File: src/rtl/clz_pkg.sv
// Shared types and helpers for the iterative leading-zero/one counter.
package clz_pkg;

  typedef enum logic [1:0] {
    ST_IDLE = 2'd0,
    ST_RUN  = 2'd1,
    ST_DONE = 2'd2
  } clz_state_e;

  localparam logic CLZ_MODE_ZEROS = 1'b0;
  localparam logic CLZ_MODE_ONES  = 1'b1;

  // True when WIDTH is a power of two >= 2 and RES_W can hold 0..WIDTH.
  function automatic bit clz_width_ok(int unsigned width, int unsigned res_w);
    bit pow2;
    pow2 = (width >= 2) && ((width & (width - 1)) == 0);
    return pow2 && (res_w >= $clog2(width) + 1);
  endfunction

endpackage

File: src/rtl/clz_iter_unit.sv
// Multi-cycle CLZ/CLO unit: binary-search shifter, one halving step per clock.
module clz_iter_unit
  import clz_pkg::*;
#(
  parameter int unsigned WIDTH = 32,
  parameter int unsigned RES_W = 32
) (
  input  logic             clk,
  input  logic             rst,
  input  logic             start,
  input  logic             mode,
  input  logic [WIDTH-1:0] in,
  output logic             busy,
  output logic             done,
  output logic [RES_W-1:0] out,
  output logic             all_same
);

  localparam int unsigned L  = $clog2(WIDTH);
  localparam int unsigned CW = L + 1;
  localparam int unsigned SW = (L > 1) ? $clog2(L) : 1;

  if (!clz_width_ok(WIDTH, RES_W)) begin : g_bad_param
    $error("clz_iter_unit: WIDTH must be a power of 2 >= 2 and RES_W >= clog2(WIDTH)+1");
  end

  clz_state_e       state_q, state_d;
  logic [WIDTH-1:0] x_q, x_d;
  logic [CW-1:0]    cnt_q, cnt_d;
  logic [SW-1:0]    step_q, step_d;
  logic             busy_q, busy_d;
  logic             done_q, done_d;
  logic [RES_W-1:0] out_q, out_d;
  logic             all_same_q, all_same_d;

  // One search step: skip h zero MSBs if present; on the last step count the surviving MSB.
  function automatic logic [WIDTH+CW-1:0] clz_step(input logic [WIDTH-1:0] x_in,
                                                   input logic [CW-1:0]    c_in,
                                                   input logic [SW-1:0]    s);
    int unsigned      h;
    logic [WIDTH-1:0] top_mask;
    logic [WIDTH-1:0] x_out;
    logic [CW-1:0]    c_out;
    h        = 32'd1 << s;
    top_mask = ~({WIDTH{1'b1}} >> h);
    x_out    = x_in;
    c_out    = c_in;
    if ((x_in & top_mask) == '0) begin
      c_out = c_in + CW'(h);
      x_out = x_in << h;
    end
    if ((s == '0) && !x_out[WIDTH-1]) begin
      c_out = c_out + CW'(1);
    end
    return {x_out, c_out};
  endfunction

  // State and datapath registers.
  always_ff @(posedge clk or posedge rst) begin
    if (rst) begin
      state_q    <= ST_IDLE;
      x_q        <= '0;
      cnt_q      <= '0;
      step_q     <= '0;
      busy_q     <= 1'b0;
      done_q     <= 1'b0;
      out_q      <= '0;
      all_same_q <= 1'b0;
    end else begin
      state_q    <= state_d;
      x_q        <= x_d;
      cnt_q      <= cnt_d;
      step_q     <= step_d;
      busy_q     <= busy_d;
      done_q     <= done_d;
      out_q      <= out_d;
      all_same_q <= all_same_d;
    end
  end

  // Next-state, datapath step and registered-output values.
  always_comb begin
    state_d    = state_q;
    x_d        = x_q;
    cnt_d      = cnt_q;
    step_d     = step_q;
    busy_d     = 1'b0;
    done_d     = 1'b0;
    out_d      = out_q;
    all_same_d = all_same_q;
    unique case (state_q)
      ST_IDLE, ST_DONE: begin
        if (start) begin
          x_d     = (mode == CLZ_MODE_ONES) ? ~in : in;
          cnt_d   = '0;
          step_d  = SW'(L - 1);
          busy_d  = 1'b1;
          state_d = ST_RUN;
        end else begin
          state_d = ST_IDLE;
        end
      end
      ST_RUN: begin
        {x_d, cnt_d} = clz_step(x_q, cnt_q, step_q);
        if (step_q == '0) begin
          out_d      = RES_W'(cnt_d);
          all_same_d = (cnt_d == CW'(WIDTH));
          done_d     = 1'b1;
          state_d    = ST_DONE;
        end else begin
          step_d = step_q - SW'(1);
          busy_d = 1'b1;
        end
      end
      default: state_d = ST_IDLE;
    endcase
  end

  assign busy     = busy_q;
  assign done     = done_q;
  assign out      = out_q;
  assign all_same = all_same_q;

endmodule

File: config.mk
export PLATFORM = sky130hd
export DESIGN_NAME = clz_iter_unit
export DESIGN_NICKNAME = d
export VERILOG_FILES = /design/src/rtl/clz_pkg.sv /design/src/rtl/clz_iter_unit.sv
export SDC_FILE = /design/constraint.sdc
export NUM_CORES = 1
export LEC_CHECK = 0
export ABC_AREA = 1
export CORE_AREA = 8 8 119 121
export CTS_CLUSTER_DIAMETER = 30
export CTS_CLUSTER_SIZE = 20
export DETAILED_ROUTE_END_ITERATION = 16
export DIE_AREA = 0 0 127 129
export PLACE_DENSITY = 0.66
export SYNTH_ARGS = -nofsm -noshare
export SYNTH_HDL_FRONTEND = slang
export SYNTH_SLANG_ARGS = --single-unit
export TNS_END_PERCENT = 1
File: constraint.sdc
create_clock -name clk -period 6.7 [get_ports clk]
set_input_delay 1.34 -clock clk [delete_from_list [all_inputs] [get_ports clk]]
set_output_delay 1.34 -clock clk [all_outputs]
set_load 0.01 [all_outputs]
==> results_dict.tcl <==
set metrics [dict create \
    antenna_left 0 \
    tightest_slew_ns 0.8846 \
    synth_edf_count 0 \
    drt_iter0_drc 667 \
    tritoncts "done" \
    clock_path_buffers 2 \
    synthCells 847 \
    clkLatencyLatePin_ns 0.30 \
    rows 41 \
    p_int_mw 1.301 \
    outcome "finished clean" \
    grt_overflow 0 \
    cts-resized-gates 0 \
    layout_common_cells "206 x nand2_1, 102 x nand3_1, 90 x o21ai_0" \
    rsz0062_at_grt "false" \
    fin_nets 899 \
    cts_htree_levels 2 \
    port_buffers 44 \
    drv_slew 0 \
    setup_viol 0 \
    drive_gt1_frac 0.06455 \
    die_y_um 129 \
    area_delta_synth_final_pct 8.037 \
    r2r_cells 15 \
    ys_seq_area_frac 0.2416 \
    pin_count 71 \
    fin_crit_ns 4.748 \
    via_per_inst 5.725 \
    share_comb_of_total_power 0.716 \
    hold_buffers 0 \
    synth_area_mm2 0.005386 \
    endpoint_kind "flip-flop" \
    syn_area_per_cell_um2 6.359 \
    finalHoldViolations 0 \
    critPathKind "flip-flop to flip-flop" \
    drc 0 \
    start_util 0.4375 \
    place_congestion 1.029 \
    clkTransAtPathRegs_ns 0.08 \
    root_buffer "clkbuf_16" \
    cts_setup_buffers 0 \
    core_mm2 0.01231 \
    seq_area_mm2 0.001301 \
    ys.flop_type "dfrtp_1" \
    crit_arrival_ns 4.92 \
    ys_warn_count 0 \
    vias 5736 \
    wl_per_cell_um 17.75 \
    fin_tns_setup_ns 0 \
    multi_input_area_mm2 0.003457 \
    max_freq_mhz 210.6 \
    place_ws_ns 2.072 \
    layout_setup_ws_ns 1.952 \
    design.die.area_mm2 0.01638 \
    final_common_cell "nand2_1" \
    critPathLaunchType "flip-flop" \
    p_sw_mw 1.880 \
    period_share 0.7086 \
    first_pass_iters 5 \
    vdd_drop_max_v 0.0002385 \
    worstPathMaxFanout 49 \
    clock_skew_ns 0.005855 \
    crit_required_ns 6.87 \
    final_cell_area_mm2 0.005819 \
    pwr-share-clk 0.086 \
    p_total_mw 3.181 \
    power_frac_seq 0.199 \
    cap_violations 0 \
    placed_area_mm2 0.005667 \
    power.leakage_nw 2.715 \
    grt_usage 0.2162 \
    slew_headroom 0.4103 \
    die_w_um 127 \
    fill_cells 1276 \
    hold_depth 2 \
    grt_start_max_net_pins 59 \
    async_flop_share 1.000 \
    hp-class "flip-flop to flip-flop" \
    wl_um 17780 \
    synth-seq-cells 52 \
    p_per_area_mw_per_mm2 546.6 \
    switching_share 0.5910 \
    antenna_found_initial 0 \
    n_antenna_cell 0 \
    grt_pass1_wl_um 28040 \
    cts_made_buffers 5 \
    yosysUniqueCellTypes 50 \
    cts.sink_count 52 \
    grt_pass1_vias 5177 \
    dp_hpwl_um 13430 \
]
## cells in the mapped netlist, types with 2 or more instances
| cell type | count | area, um^2 |
|---|---|---|
| xnor2_1 | 7 | 61.31 |
| inv_1 | 63 | 236.5 |
| mux2i_1 | 3 | 30.03 |
| nand3_1 | 102 | 510.5 |
| xor2_1 | 4 | 35.03 |
| o31ai_1 | 4 | 30.03 |
| nand2_2 | 10 | 62.56 |
| o21ai_0 | 90 | 450.4 |
| o211ai_1 | 7 | 52.55 |
| o22ai_1 | 6 | 37.54 |
| dfrtp_1 | 52 | 1301 |
| nor3_1 | 3 | 15.01 |
| buf_2 | 12 | 60.06 |
| buf_4 | 33 | 247.7 |
| o21ai_1 | 8 | 40.04 |
| nor2_2 | 6 | 37.54 |
| a22oi_1 | 4 | 30.03 |
| nand2_4 | 2 | 22.52 |
| nand3_2 | 3 | 30.03 |
| ha_1 | 11 | 137.6 |
| nand4_1 | 12 | 75.07 |
| o2111ai_1 | 2 | 17.52 |
| buf_1 | 6 | 22.52 |
| o21a_1 | 2 | 15.01 |
| nand3b_1 | 2 | 15.01 |
| a21oi_1 | 47 | 235.2 |
| inv_2 | 5 | 18.77 |
| nand2_1 | 206 | 773.2 |
| nor2_1 | 65 | 244.0 |
| clkbuf_1 | 19 | 71.32 |
| buf_6 | 6 | 67.56 |
| a31oi_1 | 21 | 131.4 |
| nor2_4 | 7 | 78.83 |
## through the flow
stage	hold WS, ns	util	cells
final	0.4874	0.4727	1002
after global routing	0.5019	0.4727	1002
after CTS	0.4880	0.4727	1002
after detailed placement	0.4703	0.4603	994
after global placement	0.4715	0.4603	994
after floorplan	0.5063	-	872
## kinds of logic (layout without fill, tap and decap cells)
family                     after synthesis  after routing  share of synthesized area
AOI/OAI and AO/OA                      203            203                     0.2137
other                                    1             26                  0.0006962
xor gates and xnor gates                11             11                    0.01789
and+or+nand+nor                        421            421                     0.3568
buffers and inverters                  144            124                     0.1345
adders and majority gates               12             12                    0.02927
muxes                                    3              3                   0.005575
DFF                                     52             52                     0.2416
## routing by layer
metal,vias up,GRT usage,wire length [um]
met5,-,0,0
met4,0,0.07488,450
met3,31,0.05048,1963
met2,312,0.2982,7040
met1,2584,0.3183,8327
li1,2809,-,-
## sequential cells by signal, summed over array words and instances (netlist names)
name	cells
step_q	3
out	6
all_same	1
state_q	2
x_q	32
busy	1
done	1
cnt_q	6
## final timing paths
| kind | startpoint | end | slack (ns) |
|---|---|---|---|
| max | step_q[2]$_DFFE_PP0P_ | x_q[18]$_DFFE_PP0P_ | 1.95 |
| min | all_same$_DFFE_PP0P_ | all_same$_DFFE_PP0P_ | 0.49 |
| max reg2reg | step_q[2]$_DFFE_PP0P_ | x_q[18]$_DFFE_PP0P_ | 1.95 |
| min reg2reg | all_same$_DFFE_PP0P_ | all_same$_DFFE_PP0P_ | 0.49 |
| max in group asynchronous | rst | x_q[10]$_DFFE_PP0P_ | 4.72 |
| min in group asynchronous | rst | done$_DFF_PP0_ | 1.54 |
## area by class of cell
| class | instances | share of cell area |
|---|---|---|
| clock buffer | 5 | 0.02150 |
| inverter | 68 | 0.04386 |
| tap | 150 | 0.03225 |
| sequential | 52 | 0.2236 |
| multi-input combinational | 676 | 0.5941 |
| clock inverter | 3 | 0.004730 |
| timing repair buffer | 48 | 0.07998 |
## worst max-delay path: stages, from the launching register on
cell	delay (ns)
dfrtp_1	0.77
inv_2	0.31
nand2_2	0.50
inv_1	0.49
nand2_1	0.16
a21oi_1	0.09
nor2_2	0.14
nand3_2	0.11
nor2_4	0.14
nand3_4	0.15
nor2_4	0.32
inv_2	0.15
nand2_2	0.65
inv_2	0.27
a21oi_1	0.23
a22oi_1	0.09
## power groups by stage
| stage | Combinational, mW | Sequential, mW | Clock (mW) |
|---|---|---|---|
| 4_1_cts | 2.21 | 0.621 | 0.275 |
| 3_5_place_dp | 2.20 | 0.627 | 0 |
| 3_3_place_gp | 2.22 | 0.630 | 0 |
| 2_1_floorplan | 1.69 | 0.558 | 0 |
| 6_report | 2.28 | 0.632 | 0.272 |
| 5_1_grt | 2.52 | 0.647 | 0.289 |
(Power assumes the default switching activity.)
==> edit: new RTL, same settings <==
Encoding of `clz_state_e`: now one-hot (3 bits for 3 states).
--- a/src/rtl/clz_pkg.sv
+++ b/src/rtl/clz_pkg.sv
@@ -1,10 +1,10 @@
 // Shared types and helpers for the iterative leading-zero/one counter.
 package clz_pkg;
 
-  typedef enum logic [1:0] {
-    ST_IDLE = 2'd0,
-    ST_RUN  = 2'd1,
-    ST_DONE = 2'd2
+  typedef enum logic [2:0] {
+    ST_IDLE = 3'b001,
+    ST_RUN  = 3'b010,
+    ST_DONE = 3'b100
   } clz_state_e;
 
   localparam logic CLZ_MODE_ZEROS = 1'b0;
Formal check against the unedited RTL: same outputs for any inputs over 10 cycles, from zero or initial values and one cycle with rst high; not proved beyond that.
==> edit against the unedited design <==
Synthesized cell count down 5.5%; count of clock-buffer cells in the layout unchanged; wire length is 9.4% lower; combinational power is 24% lower; sequential cell count rose by 1; setup slack better by 0.44 ns; synthesized area is 3.0% lower; design area fell by 1.7%; power fell by 17%; sequential power fell by 5.4%; critical endpoint is now all_same; highest routed layer unchanged.
==> edit: results (changes against the unedited design) <==
[pwr]
p_per_area_nw_per_um2 = 461.2  ; was 546.6 nW/um^2
swShare_pct = 54.50  ; was 59.10%
powerClk_uw = 313  ; was 272 uW
powerSeq_uw = 598  ; was 632 uW

[placement]
dp_hpwl_mm = 11.92  ; was 13.43 mm
gp_congestion = 0.9408  ; was 1.029

[global_route]
grt_use_total_pct = 19.97  ; was 21.62%
grtUsageMet1_pct = 23.22  ; was 31.83%
grt_max_degree = 54  ; was 59
grt_pass1_vias = 5087  ; was 5177
grt_use_met3_pct = 3.600  ; was 5.048%
grt_pass1_wl_mm = 26.19  ; was 28.04 mm

[synthesis]
avgSynthCellArea_sq_um = 6.531  ; was 6.359 sq um
ys_seq_area_share_pct = 25.41  ; was 24.16%
synth-compound-area-share_pct = 22.49  ; was 21.37%
synth.distinct_cells = 51  ; was 50
muxShareOfSynthArea_pct = 0.5747  ; was 0.5575%
synth_common_cells = 196 x nand2_1, 67 x nand3_1, 64 x o21ai_0  ; was 206 x nand2_1, 102 x nand3_1, 90 x o21ai_0
synthAdderAreaFrac_pct = 3.017  ; was 2.927%
synth-xor-area-share_pct = 2.682  ; was 1.789%
ys_top_cells_by_area = dfrtp_1 25%, nand2_1 14%, nand3_1 6.4%  ; was dfrtp_1 24%, nand2_1 14%, nand3_1 9.5%

[setup_path]
max_stage_delay_ns = 0.80  ; was 0.77 ns
crit_slowest_cell = clkinv_1  ; was dfrtp_1
cp.depth = 19  ; was 15
rr_endpoint = all_same  ; was x_q[18]
r2r_setup_slack_ns = 2.40  ; was 1.95 ns
critPathMaxFanout = 34  ; was 49
crit_arrival_ns = 4.50  ; was 4.92 ns
cp-endpoint = all_same  ; was x_q[18]

[timing]
clock_skew_ns = 0.006142  ; was 0.005855 ns
fmax_ghz = 0.2323  ; was 0.2106 GHz
fin_hold_ws_ns = 0.4981  ; was 0.4874 ns

[drt]
firstDrtPassIters = 6  ; was 5
via_per_inst = 5.578  ; was 5.725
dr.first_iter.drc_count = 474  ; was 667
drt-met1-wl_mm = 6.586  ; was 8.327 mm
drc = 0  ; unchanged
vias = 5366  ; was 5736
dr_wl_met2_mm = 7.987  ; was 7.040 mm
wl_met3_um = 913  ; was 1.963 mm
avgRoutedWirePerCell_um = 16.75  ; was 17.75 um

[outcome]
status = finished clean  ; unchanged

[final_layout]
layout-drive-gt1-share_pct = 7.759  ; was 6.455%
finalNetCount = 859  ; was 899
num-fill-cells = 1313  ; was 1276

[hold_path]
min-delay-start = out[5]  ; was all_same

==> edit: cell count changes in the layout (fill, tap and decap cells not counted), moves of 6 or more <==
cell,unedited run,this run
nand3_1,102,67
o21ai_0,90,64
o21ai_1,8,25
a21oi_1,47,58
nand2_1,206,196
inv_1,62,56
o22ai_1,6,12
==> edit: worst reg2reg max path, delay by kind of cell, from the launching register on <==
kind,cells,cell delay [ns]
fa+ha+maj,1,0.64
compound gates,2,0.26
buf+inv,4,1.12
flops,1,0.71
simple gates,12,1.48
==> edit: logic make-up after synthesis <==
| group | count (synthesis) |
|---|---|
| XOR/XNOR | 16 |
| multiplexers | 3 |
| flip-flops | 53 |
| adder cells (fa/ha/maj) | 12 |
| AO/OA/AOI/OAI | 207 |
| AND/OR/NAND/NOR | 373 |
| other | 1 |
| buffers and inverters | 135 |
==> edit: area by class of cell <==
cell class,count,area share [%]
flip-flops and latches,53,23.21
clock buffers,5,2.187
well taps,150,3.281
inverters,66,4.418
repair buffers,48,8.136
multi-input cells,637,57.92
clock inverters,3,0.8530
